$ cat src/rtl/bresenham_line_engine.sv
// Bresenham line rasteriser: walks from (x0,y0) to (x1,y1) one pixel per accepted handshake.
// Optional macro BLE_PIXEL_COUNT_EN adds a 9-bit per-line pixel_count output.
module bresenham_line_engine (
  input  logic       clk,
  input  logic       n_rst,
  input  logic       draw_en,
  input  logic [7:0] x0,
  input  logic [7:0] y0,
  input  logic [7:0] x1,
  input  logic [7:0] y1,
  input  logic       pixel_ready,
  output logic [7:0] pixel_x,
  output logic [7:0] pixel_y,
  output logic       pixel_valid,
  output logic       draw_done,
  output logic       busy
`ifdef BLE_PIXEL_COUNT_EN
  ,
  output logic [8:0] pixel_count
`endif
);

  typedef enum logic [2:0] {IDLE, INIT, PLOT, DONE, REARM} state_t;

  state_t            state_q, state_d;
  logic [7:0]        cur_x_q, cur_x_d, cur_y_q, cur_y_d;
  logic [7:0]        end_x_q, end_x_d, end_y_q, end_y_d;
  logic signed [10:0] err_q, err_d;
  logic signed [10:0] dx_q, dy_q;
  logic              sx_neg_q, sy_neg_q;
  logic [7:0]        pixel_x_q, pixel_y_q;
  logic              pixel_valid_q, draw_done_q, busy_q;

  logic [7:0]         abs_dx, abs_dy;
  logic signed [10:0] dx_init, dy_init;
  logic signed [11:0] e2, dx_ext, dy_ext;
  logic               step_x, step_y, at_end, accept;
  logic signed [10:0] err_step_x, err_step_y;

  // Deltas from the latched endpoints; cur still holds the start point during INIT.
  assign abs_dx  = (end_x_q >= cur_x_q) ? end_x_q - cur_x_q : cur_x_q - end_x_q;
  assign abs_dy  = (end_y_q >= cur_y_q) ? end_y_q - cur_y_q : cur_y_q - end_y_q;
  assign dx_init = $signed({3'b000, abs_dx});
  assign dy_init = 11'sd0 - $signed({3'b000, abs_dy});

  assign e2     = {err_q, 1'b0};
  assign dx_ext = dx_q;
  assign dy_ext = dy_q;
  assign step_x = (e2 >= dy_ext);
  assign step_y = (e2 <= dx_ext);
  assign err_step_x = step_x ? dy_q : 11'sd0;
  assign err_step_y = step_y ? dx_q : 11'sd0;
  assign at_end = (cur_x_q == end_x_q) && (cur_y_q == end_y_q);
  assign accept = (state_q == PLOT) && pixel_ready;

  always_comb begin
    state_d = state_q;
    cur_x_d = cur_x_q;
    cur_y_d = cur_y_q;
    end_x_d = end_x_q;
    end_y_d = end_y_q;
    err_d   = err_q;
    case (state_q)
      IDLE: begin
        if (draw_en) begin
          state_d = INIT;
          cur_x_d = x0;
          cur_y_d = y0;
          end_x_d = x1;
          end_y_d = y1;
        end
      end
      INIT: begin
        state_d = PLOT;
        err_d   = dx_init + dy_init;
      end
      PLOT: begin
        if (pixel_ready) begin
          if (at_end) begin
            state_d = DONE;
          end else begin
            err_d = err_q + err_step_x + err_step_y;
            if (step_x) cur_x_d = sx_neg_q ? cur_x_q - 8'd1 : cur_x_q + 8'd1;
            if (step_y) cur_y_d = sy_neg_q ? cur_y_q - 8'd1 : cur_y_q + 8'd1;
          end
        end
      end
      DONE:  state_d = REARM;
      REARM: if (!draw_en) state_d = IDLE;
      default: state_d = IDLE;
    endcase
  end

  // Outputs are registered from the next-state values so they line up with state_q.
  always_ff @(posedge clk) begin
    if (!n_rst) begin
      state_q       <= IDLE;
      cur_x_q       <= 8'd0;
      cur_y_q       <= 8'd0;
      end_x_q       <= 8'd0;
      end_y_q       <= 8'd0;
      err_q         <= 11'sd0;
      dx_q          <= 11'sd0;
      dy_q          <= 11'sd0;
      sx_neg_q      <= 1'b0;
      sy_neg_q      <= 1'b0;
      pixel_x_q     <= 8'd0;
      pixel_y_q     <= 8'd0;
      pixel_valid_q <= 1'b0;
      draw_done_q   <= 1'b0;
      busy_q        <= 1'b0;
    end else begin
      state_q <= state_d;
      cur_x_q <= cur_x_d;
      cur_y_q <= cur_y_d;
      end_x_q <= end_x_d;
      end_y_q <= end_y_d;
      err_q   <= err_d;
      if (state_q == INIT) begin
        dx_q     <= dx_init;
        dy_q     <= dy_init;
        sx_neg_q <= !(cur_x_q < end_x_q);
        sy_neg_q <= !(cur_y_q < end_y_q);
      end
      pixel_valid_q <= (state_d == PLOT);
      pixel_x_q     <= (state_d == PLOT) ? cur_x_d : 8'd0;
      pixel_y_q     <= (state_d == PLOT) ? cur_y_d : 8'd0;
      draw_done_q   <= (state_d == DONE);
      busy_q        <= (state_d != IDLE);
    end
  end

  assign pixel_x     = pixel_x_q;
  assign pixel_y     = pixel_y_q;
  assign pixel_valid = pixel_valid_q;
  assign draw_done   = draw_done_q;
  assign busy        = busy_q;

`ifdef BLE_PIXEL_COUNT_EN
  logic [8:0] pixel_count_q;

  always_ff @(posedge clk) begin
    if (!n_rst) begin
      pixel_count_q <= 9'd0;
    end else if (state_q == IDLE && draw_en) begin
      pixel_count_q <= 9'd0;
    end else if (accept) begin
      pixel_count_q <= pixel_count_q + 9'd1;
    end
  end

  assign pixel_count = pixel_count_q;
`endif

endmodule

$ cat config.mk
export PLATFORM = sky130hd
export DESIGN_NAME = bresenham_line_engine
export DESIGN_NICKNAME = d
export VERILOG_FILES = /design/src/rtl/bresenham_line_engine.sv
export SDC_FILE = /design/constraint.sdc
export NUM_CORES = 1
export LEC_CHECK = 0
export CAP_MARGIN = 20
export CORE_MARGIN = 4
export CORE_UTILIZATION = 60
export DETAILED_ROUTE_END_ITERATION = 8
export HOLD_SLACK_MARGIN = 0.03
export PLACE_DENSITY = 0.89
export SLEW_MARGIN = 20
export SYNTH_ARGS = -nofsm -noshare
export SYNTH_HDL_FRONTEND = slang
export SYNTH_SLANG_ARGS = --single-unit
$ cat constraint.sdc
create_clock -name clk -period 7.2 [get_ports clk]
set_clock_uncertainty 0.1 [all_clocks]
set_input_delay 1.44 -clock clk [delete_from_list [all_inputs] [get_ports clk]]
set_output_delay 1.44 -clock clk [all_outputs]
set_load 0.05 [all_outputs]
==> run summary, run 1 <==
The total track usage is 26.90%. The final non-filler cell total came out at 1017. The critical path endpoint is err_q[10]. In the routed design, unresolved DRC markers number 0. The proportion of synthesized chip area in sequential cells is 25.21%.

The max-slew violation count is 0. The critical path contains buffers and inverters numbering 0 combined. The design draws 2.359 mW. The worst flop-to-flop path endpoint is err_q[10].

Setup repair after global routing left no endpoint under its margin. The count of flip-flops with a built-in enable after synthesis is 0. By count the netlist is led by nand2_1 (97), nor2_1 (86), dfxtp_1 (84). The post-synthesis compound-gate area fraction is 21.29%. In this run, CTS created clock tree buffers numbering 9. The chip height is 113.4 um.

The synthesized-area fraction occupied by adder cells is 20.18%. The netlist area before placement is 0.006671 mm2. Power spread over the standard cell area amounts to 314.5 mW/mm2. Tracing the worst setup path back leads to its startpoint at err_q[4]. The logic depth of the worst register-to-register path came out at 17. Across the run, the number of max-cap violations was 0. The switching fraction of total power came out at 45.42%. The initial antenna violation count is 0. The floorplan die width came out at 113.4 um. The final routed wire length divided by cell count came out at 16.99 um. After clock tree synthesis, the clock-pin slew on the worst setup and hold paths is 0.09 ns. The post-route setup TNS is 0 ns. After detailed routing, the number of vias per cell comes to 6.084. The net count after synthesis is 972.

STA classifies the critical path endpoint as a flop. The number of synthesis warnings came out at 0. The aggregate routed wire length came out at 17280 um.

The detailed-router iteration count before antenna repair is 5. The gate count of the mapped netlist came out at 838. The actual slew at the worst max-slew pin came out at 1.093 ns. The register share of total power came out at 24.5%. By area the synthesized netlist is led by dfxtp_1 (25%), ha_1 (15%), nand2_1 (5.5%). Among all flip-flop cells after synthesis, the most frequent one is dfxtp_1. The post-synthesis xor/xnor area fraction is 5.383%. Based on the critical path, the design can be clocked at up to 0.2084 GHz. Along the worst path, the maximum fanout reaches 10. Summed over all cells, the static leakage comes to 3.257 nW. On the critical path the largest part of the delay comes from compound AO/OA/AOI/OAI gates. The cell with the most instances on the worst path is o21ai_0. The area share of the leading cell type in the synthesized netlist came out at 25.21%. The number of storage elements in the synthesis netlist is 84. Data on the critical path arrives at its endpoint at 5.01 ns. For this run, the slowest stage of the critical path takes 0.52 ns. The worst register-to-register path begins at err_q[4].

The initial detailed-routing violation count is 493. The antenna diode count came out at 0. The count of filler cells inserted in the layout came out at 876. The multiplexer fraction of the synthesized cell area came out at 3.507%. The cell-internal power came out at 1.287 mW.

The total area inside the core boundary comes to 0.01084 mm2. The number of distinct library cells after synthesis is 63. STA classifies the critical path startpoint as a flop. The critical path goes through ha_1, a21o_1, a211oi_1, o21ai_0, a21boi_0, a31o_2, nor2_1, fa_1, ha_1, a21o_1, a21oi_1, o21ai_0, o41ai_1, o21ai_0, or2_2, mux2_2, a31oi_1.

The H-tree depth came out at 3. The critical path class is reg -> reg. The slowest stage of the critical path is the fa_1 cell. The critical path runs through a total of 17 cells. The layout-stage area growth over the synthesis result is 12.42%. The root buffer cell chosen for the clock tree is clkbuf_8. Gates resized during post-CTS repair numbered 0.

Summed over all instances, the cell type with the most area after synthesis is dfxtp_1. After synthesis, the largest family of logic cells by area is compound AO/OA/AOI/OAI gates. Buffers added to address setup during post-CTS repair amount to 0.

The final period utilization is 66.64%. The simple-gate share of the synthesized area came out at 18.30%. The number of nets in the finished design came out at 1007. The die area is 0.01287 mm2. The number of global-route vias before repair came to 5829.

The data required time of the worst path came out at 7.41 ns. The hold violation count in the final report came to 0. The part of the total power dissipated in combinational logic is 58.8%. The number of placement rows is 38. Entering global routing, the biggest net connects 47 pins. By instance count, the leading cell after synthesis is nand2_1.

TritonCTS built the clock tree. In the synthesized netlist the async set-or-reset flop fraction comes to 0%. Once the floorplan was initialized, standard cells occupied 61.54% of the core. In this run the worst hold path is classified as reg -> reg. Summing over every cut layer, the via total after detailed routing is 6187. The routability congestion estimate came out at 0.9432. No sink is reached through more buffers than the 2 on the longest clock path. The clock network latency to the later pin of the worst-skew pair came out at 0.38 ns.

In this run the remaining antenna-violating nets after routing total 0. The first-pass GRT wire length is 28100 um. The I/O pin count came out at 55.

Setup violations remaining at the end of the flow were counted as 0. The relative slew slack is 26.93%. Across the VDD grid, the largest voltage drop is 0.2262 mV. The net switching power is 1.071 mW.

The flow ran to the end, and the final reports show no timing, DRC or antenna violations. The synthesized area divided by synthesized cell count came out at 7.961 um2. Summed over all layers, the global routing overflow is 0.

The number of hold buffers added after cts came out at 0. The fraction of final layout cells sized beyond drive strength 1 is 3.649%. The half-perimeter wire length after placement came out at 13070 um. The clock period could shrink to 4.798 ns. The number of placed instances, taps included, is 1002.

The count of buffers inserted at the top-level ports is 54. The sink count of the clock tree came out at 84. The share of total power dissipated in the clock network is 16.7%. The reg2reg setup slack is 2.40 ns.
[through the flow]
| step | util [%] | area, um2 | hold WS [ns] | worst slack [ns] |
|---|---|---|---|---|
| 3_5_place_dp | 67.12 | 7276 | 0.3494 | 2.525 |
| 3_3_place_gp | 67.12 | 7276 | 0.3428 | 2.667 |
| 6_report | 69.18 | 7500 | 0.3593 | 2.402 |
| 5_1_grt | 69.18 | 7500 | 0.3933 | 2.100 |
| 4_1_cts | 69.18 | 7500 | 0.3601 | 2.467 |
| 2_1_floorplan | - | 6671 | 0.3363 | 2.699 |
[metal layers]
metal | GRT usage, % | wire length [um]
met1 | 35.88 | 7455
met2 | 45.02 | 8133
met3 | 4.828 | 1325
met4 | 7.372 | 361
met5 | 0 | 0
[tightest hold or removal path: stages (launching register included)]
cell	delay, ns
dfxtp_1	0.32
nand2_1	0.05
a21oi_1	0.05
[worst min-delay path by stage]
stage                       start       to  slack [ns]  cells after the start
final                     dx_q[5]  dx_q[5]        0.36                      2
after global routing      dy_q[1]  dy_q[1]        0.39                      2
after CTS                 dx_q[5]  dx_q[5]        0.36                      2
after detailed placement  dx_q[5]  dx_q[5]        0.35                      2
after global placement    dx_q[5]  dx_q[5]        0.34                      2
after floorplan           dx_q[1]  dx_q[1]        0.34                      2
[registers in the layout, indices dropped and copies added, names as in the netlist, 8 cells and up]
register / cells
err_q: 11
dy_q: 9
cur_x_q: 8
cur_y_q: 8
dx_q: 8
end_x_q: 8
end_y_q: 8
pixel_x: 8
pixel_y: 8
[cell usage in the layout, fill, tap and decap left out, drive strengths merged, types with 17 or more instances in the layout]
master and n:
clkdlybuf4s50 54, xnor2 28, inv 70, mux2i 20, o21ai 36, a21o 17, nand2 97, nor2 86
nor3 18, a21oi 70, ha 82, dfxtp 84
[power groups by stage]
stage / clock [mW] / combinational [mW] / sequential, mW
6_report: 0.394 / 1.39 / 0.577
5_1_grt: 0.409 / 1.52 / 0.584
4_1_cts: 0.396 / 1.36 / 0.575
3_5_place_dp: 0 / 1.34 / 0.586
3_3_place_gp: 0 / 1.30 / 0.582
2_1_floorplan: 0 / 1.03 / 0.581
[cell families after synthesis]
logic type      after synthesis
flops                        84
fa+ha+maj                    98
xor+xnor                     41
mux                          23
compound gates              219
buf+inv                     104
simple gates                269
[layout make-up]
cell class | count | area [um2] | area share [%]
multi-input cells | 650 | 4586 | 61.14
flip-flops and latches | 84 | 1682 | 22.42
repair buffers | 58 | 570.5 | 7.608
inverters | 70 | 262.8 | 3.504
well taps | 140 | 175.2 | 2.336
clock buffers | 10 | 137.6 | 1.835
clock inverters | 5 | 86.33 | 1.151
No activity file was read; power rests on OpenSTA's default activity.
==> run 2: changes to the inputs <==
CORE_UTILIZATION = 54   (was 60)
PLACE_DENSITY = 0.85   (was 0.89)
clock period = 4.26 ns   (was 7.2 ns; I/O delays follow)
==> run 2 against run 1 <==
Compared with the run above:
- combinational power grew 130%
- register-to-register slack got worse by 2.5 ns
- the run now ends with setup timing left
- setup slack worse by 2.5 ns
- fmax increased by 11%
- final cell count rose by 9.2%
- sequential share of layout area decreased by 2.5 points
- largest cell class unchanged
- power increased by 110%
- global-route usage up 0.20 points
- flip-flop and latch count did not move
==> run summary, run 2 (same netlist as run 1, synthesis figures left out) <==
The number of vias after detailed routing was 6905 (was 6187). The cell-internal power came to 2.864 mW (was 1.287 mW). The worst vdd rail ir drop came out at 0.4220 mV (was 0.2262 mV).

The global route total overflow came to 0 (unchanged). The fraction of final layout cells sized beyond drive strength 1 was 16.33% (was 3.649%). Biggest registers after layout: err_q x11, dy_q x9 (unchanged). The initial detailed-routing violation count was 790 (was 493).

The clock network latency to the later pin of the worst-skew pair is 0.36 ns (was 0.38 ns). The leakage component of the power came out at 3.672 nW (was 3.257 nW). The root cell of the clock tree is clkbuf_16 (was clkbuf_8). The largest net degree at the start of global routing is 47 (unchanged).

The switching fraction of total power is 43.37% (was 45.42%). The detailed-router iteration count before antenna repair is 9 (was 5). The worst min-delay path category is reg -> reg (unchanged). The number of nets in the finished design is 1073 (was 1007). The flip-flop count of the largest register, all copies and words added came out at 11 (unchanged). The register ranked first by flip-flop count is err_q (unchanged). The first-pass GRT wire length came out at 30980 um (was 28100 um). The post-route cell area is 0.008473 mm2 (was 0.007500 mm2). The most common library cell in the layout ignoring fill and taps is nand2_1 (unchanged). The max-capacitance violation count came to 0 (unchanged). The number of cells on the worst hold path came out at 2 (unchanged). The least setup slack across all paths after layout came out at -0.05870 ns (was 2.402 ns). The clock slew seen by the registers of the worst setup and hold paths is 0.07 ns (was 0.09 ns).

The highest clock frequency the design can meet is 0.2316 GHz (was 0.2084 GHz). Unrepaired setup endpoints after global routing: true (was false). The critical path endpoint is err_q[7] (was err_q[10]). The CTS buffer count is 9 (unchanged). The critical path class is reg -> reg (unchanged). The sink count of the clock tree is 84 (unchanged). The H-tree depth came out at 3 (unchanged). The final routed wire length divided by cell count came out at 18.87 um (was 16.99 um). The max-slew violation count came to 0 (unchanged).

The area of the core is 0.01206 mm2 (was 0.01084 mm2). The placed instance area is 0.007701 mm2 (was 0.007276 mm2). The critical path arrival is 4.44 ns (was 5.01 ns).

The worst flop-to-flop path endpoint was err_q[7] (was err_q[10]). The logic depth of the worst register-to-register path is 16 (was 17). The routability congestion estimate came out at 0.9494 (was 0.9432). The antenna diode count is 0 (unchanged).

The final period utilization is 101.4% (was 66.64%). The data required time of the worst path is 4.38 ns (was 7.41 ns). The count of buffers inserted at the top-level ports came out at 54 (unchanged). The count of filler cells inserted in the layout is 869 (was 876). The register area was 0.001685 mm2 (was 0.001682 mm2).

The post-route antenna net violation count came out at 0 (unchanged). The clock tree from TritonCTS is done (unchanged). The setup slack at placement is -0.05551 ns (was 2.525 ns).

The number of endpoints failing setup at the final stage came to 4 (was 0). The die area is 0.01420 mm2 (was 0.01287 mm2). The total DRC errors in the routed layout is 0 (unchanged). The nature of the critical path startpoint is a flop (unchanged). The kind of capture point of the worst setup path was a flop (unchanged).

The total design power came out at 5.057 mW (was 2.359 mW). The hold violation count in the final report came to 0 (unchanged). The power density of the placed cells came to 596.9 mW/mm2 (was 314.5 mW/mm2).

The net switching power came out at 2.193 mW (was 1.071 mW). The largest fanout on the critical path came to 6 (was 10). The layout-stage area growth over the synthesis result came out at 27.01% (was 12.42%). The clock share of power is 17.6% (was 16.7%). The register share of total power is 18.9% (was 24.5%). The aggregate routed wire length came out at 20960 um (was 17280 um). The chip height was 119.2 um (was 113.4 um). Leading cell types in the layout, fill and taps excluded: nand2_1 (96), nor2_1 (83), dfxtp_1 (81) (was nand2_1 (97), nor2_1 (86), dfxtp_1 (84)). The I/O pin count came to 55 (unchanged). The half-perimeter wire length after placement came out at 13790 um (was 13070 um). The launching point of the worst reg2reg path is cur_y_q[7] (was err_q[4]).

The number of buffers on the longest clock path is 2 (unchanged). The area taken by multi-input logic gates came out at 0.004925 mm2 (was 0.004586 mm2). Result of the run: finished, violations left (was finished, final reports clean). The time the worst path needs with I/O delays and setup is 4.319 ns (was 4.798 ns). The reg2reg setup slack is -0.06 ns (was 2.40 ns). The starting density of the core came out at 55.31% (was 61.54%). The floorplan die width is 119.2 um (was 113.4 um).

The detailed-route vias per instance came to 6.215 (was 6.084). The start point of the critical path is cur_y_q[7] (was err_q[4]). The relative slew slack is 49.92% (was 26.93%).

The part of the total power dissipated in combinational logic came out at 63.5% (was 58.8%). The number of global-route vias before repair is 6387 (was 5829). The number of placement rows came to 40 (was 38). The initial antenna violation count came out at 0 (unchanged).

The checks that failed: setup timing. The actual slew at the worst max-slew pin is 0.7513 ns (was 1.093 ns). The total track usage is 27.09% (was 26.90%).
==> run 2: cell count changes in the layout (fill, tap and decap cells not counted), sizes merged <==
cell,before,now
clkinv,3,1
inv,70,71
clkinvlp,0,1
buf,4,70
==> run 2: power by group through the flow <==
stage,registers [mW],logic (mW),clock network [mW]
floorplan,0.982,1.75,0
global placement,0.962,2.48,0
detailed placement,0.964,2.56,0
CTS,0.948,2.76,0.887
global route,0.966,3.42,0.919
finish,0.958,3.21,0.890
==> run 2: cell type report <==
type	count	area share [%]
timing repair buffer	124	12.58
clock inverter	5	1.004
clock buffer	10	2.820
multi-input combinational	650	58.12
sequential	84	19.89
inverter	70	3.101
tap	168	2.481
==> run 2: worst max-delay path, cell delays in order (launching register included) <==
cell and delay (ns):
dfxtp_1 0.39, inv_1 0.11, ha_1 0.45, nand4_1 0.32
o21a_4 0.35, buf_4 0.14, buf_4 0.14, o211a_1 0.22
a211oi_2 0.36, xnor2_2 0.19, nor4_1 0.36, nor2_1 0.13
ha_1 0.38, o211ai_1 0.15, buf_4 0.16, a31oi_1 0.15
a21oi_1 0.08
==> run 2: worst min-delay path by stage <==
stage / startpoint / to / slack, ns
2_1_floorplan: dx_q[1] / dx_q[1] / 0.34
3_3_place_gp: dx_q[4] / dx_q[4] / 0.34
3_5_place_dp: dx_q[4] / dx_q[4] / 0.35
4_1_cts: dx_q[4] / dx_q[4] / 0.36
5_1_grt: dx_q[4] / dx_q[4] / 0.37
6_report: dx_q[4] / dx_q[4] / 0.36
==> run 2: what timing repair did <==
item | CTS | global route
setup buffers | 3 | 12
hold buffers | 0 | 0
gates resized for setup | 20 | 48
setup endpoints to repair | 5 | 6
pin swaps | 11 | 27
==> run 2: routing by layer <==
layer | track usage [%] | vias up | part of all wire [%]
li1 | - | 3142 | -
met1 | 34.78 | 3207 | 40
met2 | 43.09 | 444 | 46
met3 | 5.508 | 112 | 9.4
met4 | 13.83 | 0 | 4.9
met5 | 0 | - | 0
==> run 2: stage by stage <==
stage	instances	setup TNS [ns]	hold slack, ns	utilization (%)
3_5_place_dp	1081	-0.07140	0.3481	63.85
2_1_floorplan	838	0	0.3363	-
5_1_grt	1111	-0.7333	0.3739	70.25
3_3_place_gp	1081	0	0.3429	63.85
4_1_cts	1099	0	0.3571	67.55
6_report	1111	-0.1162	0.3572	70.25
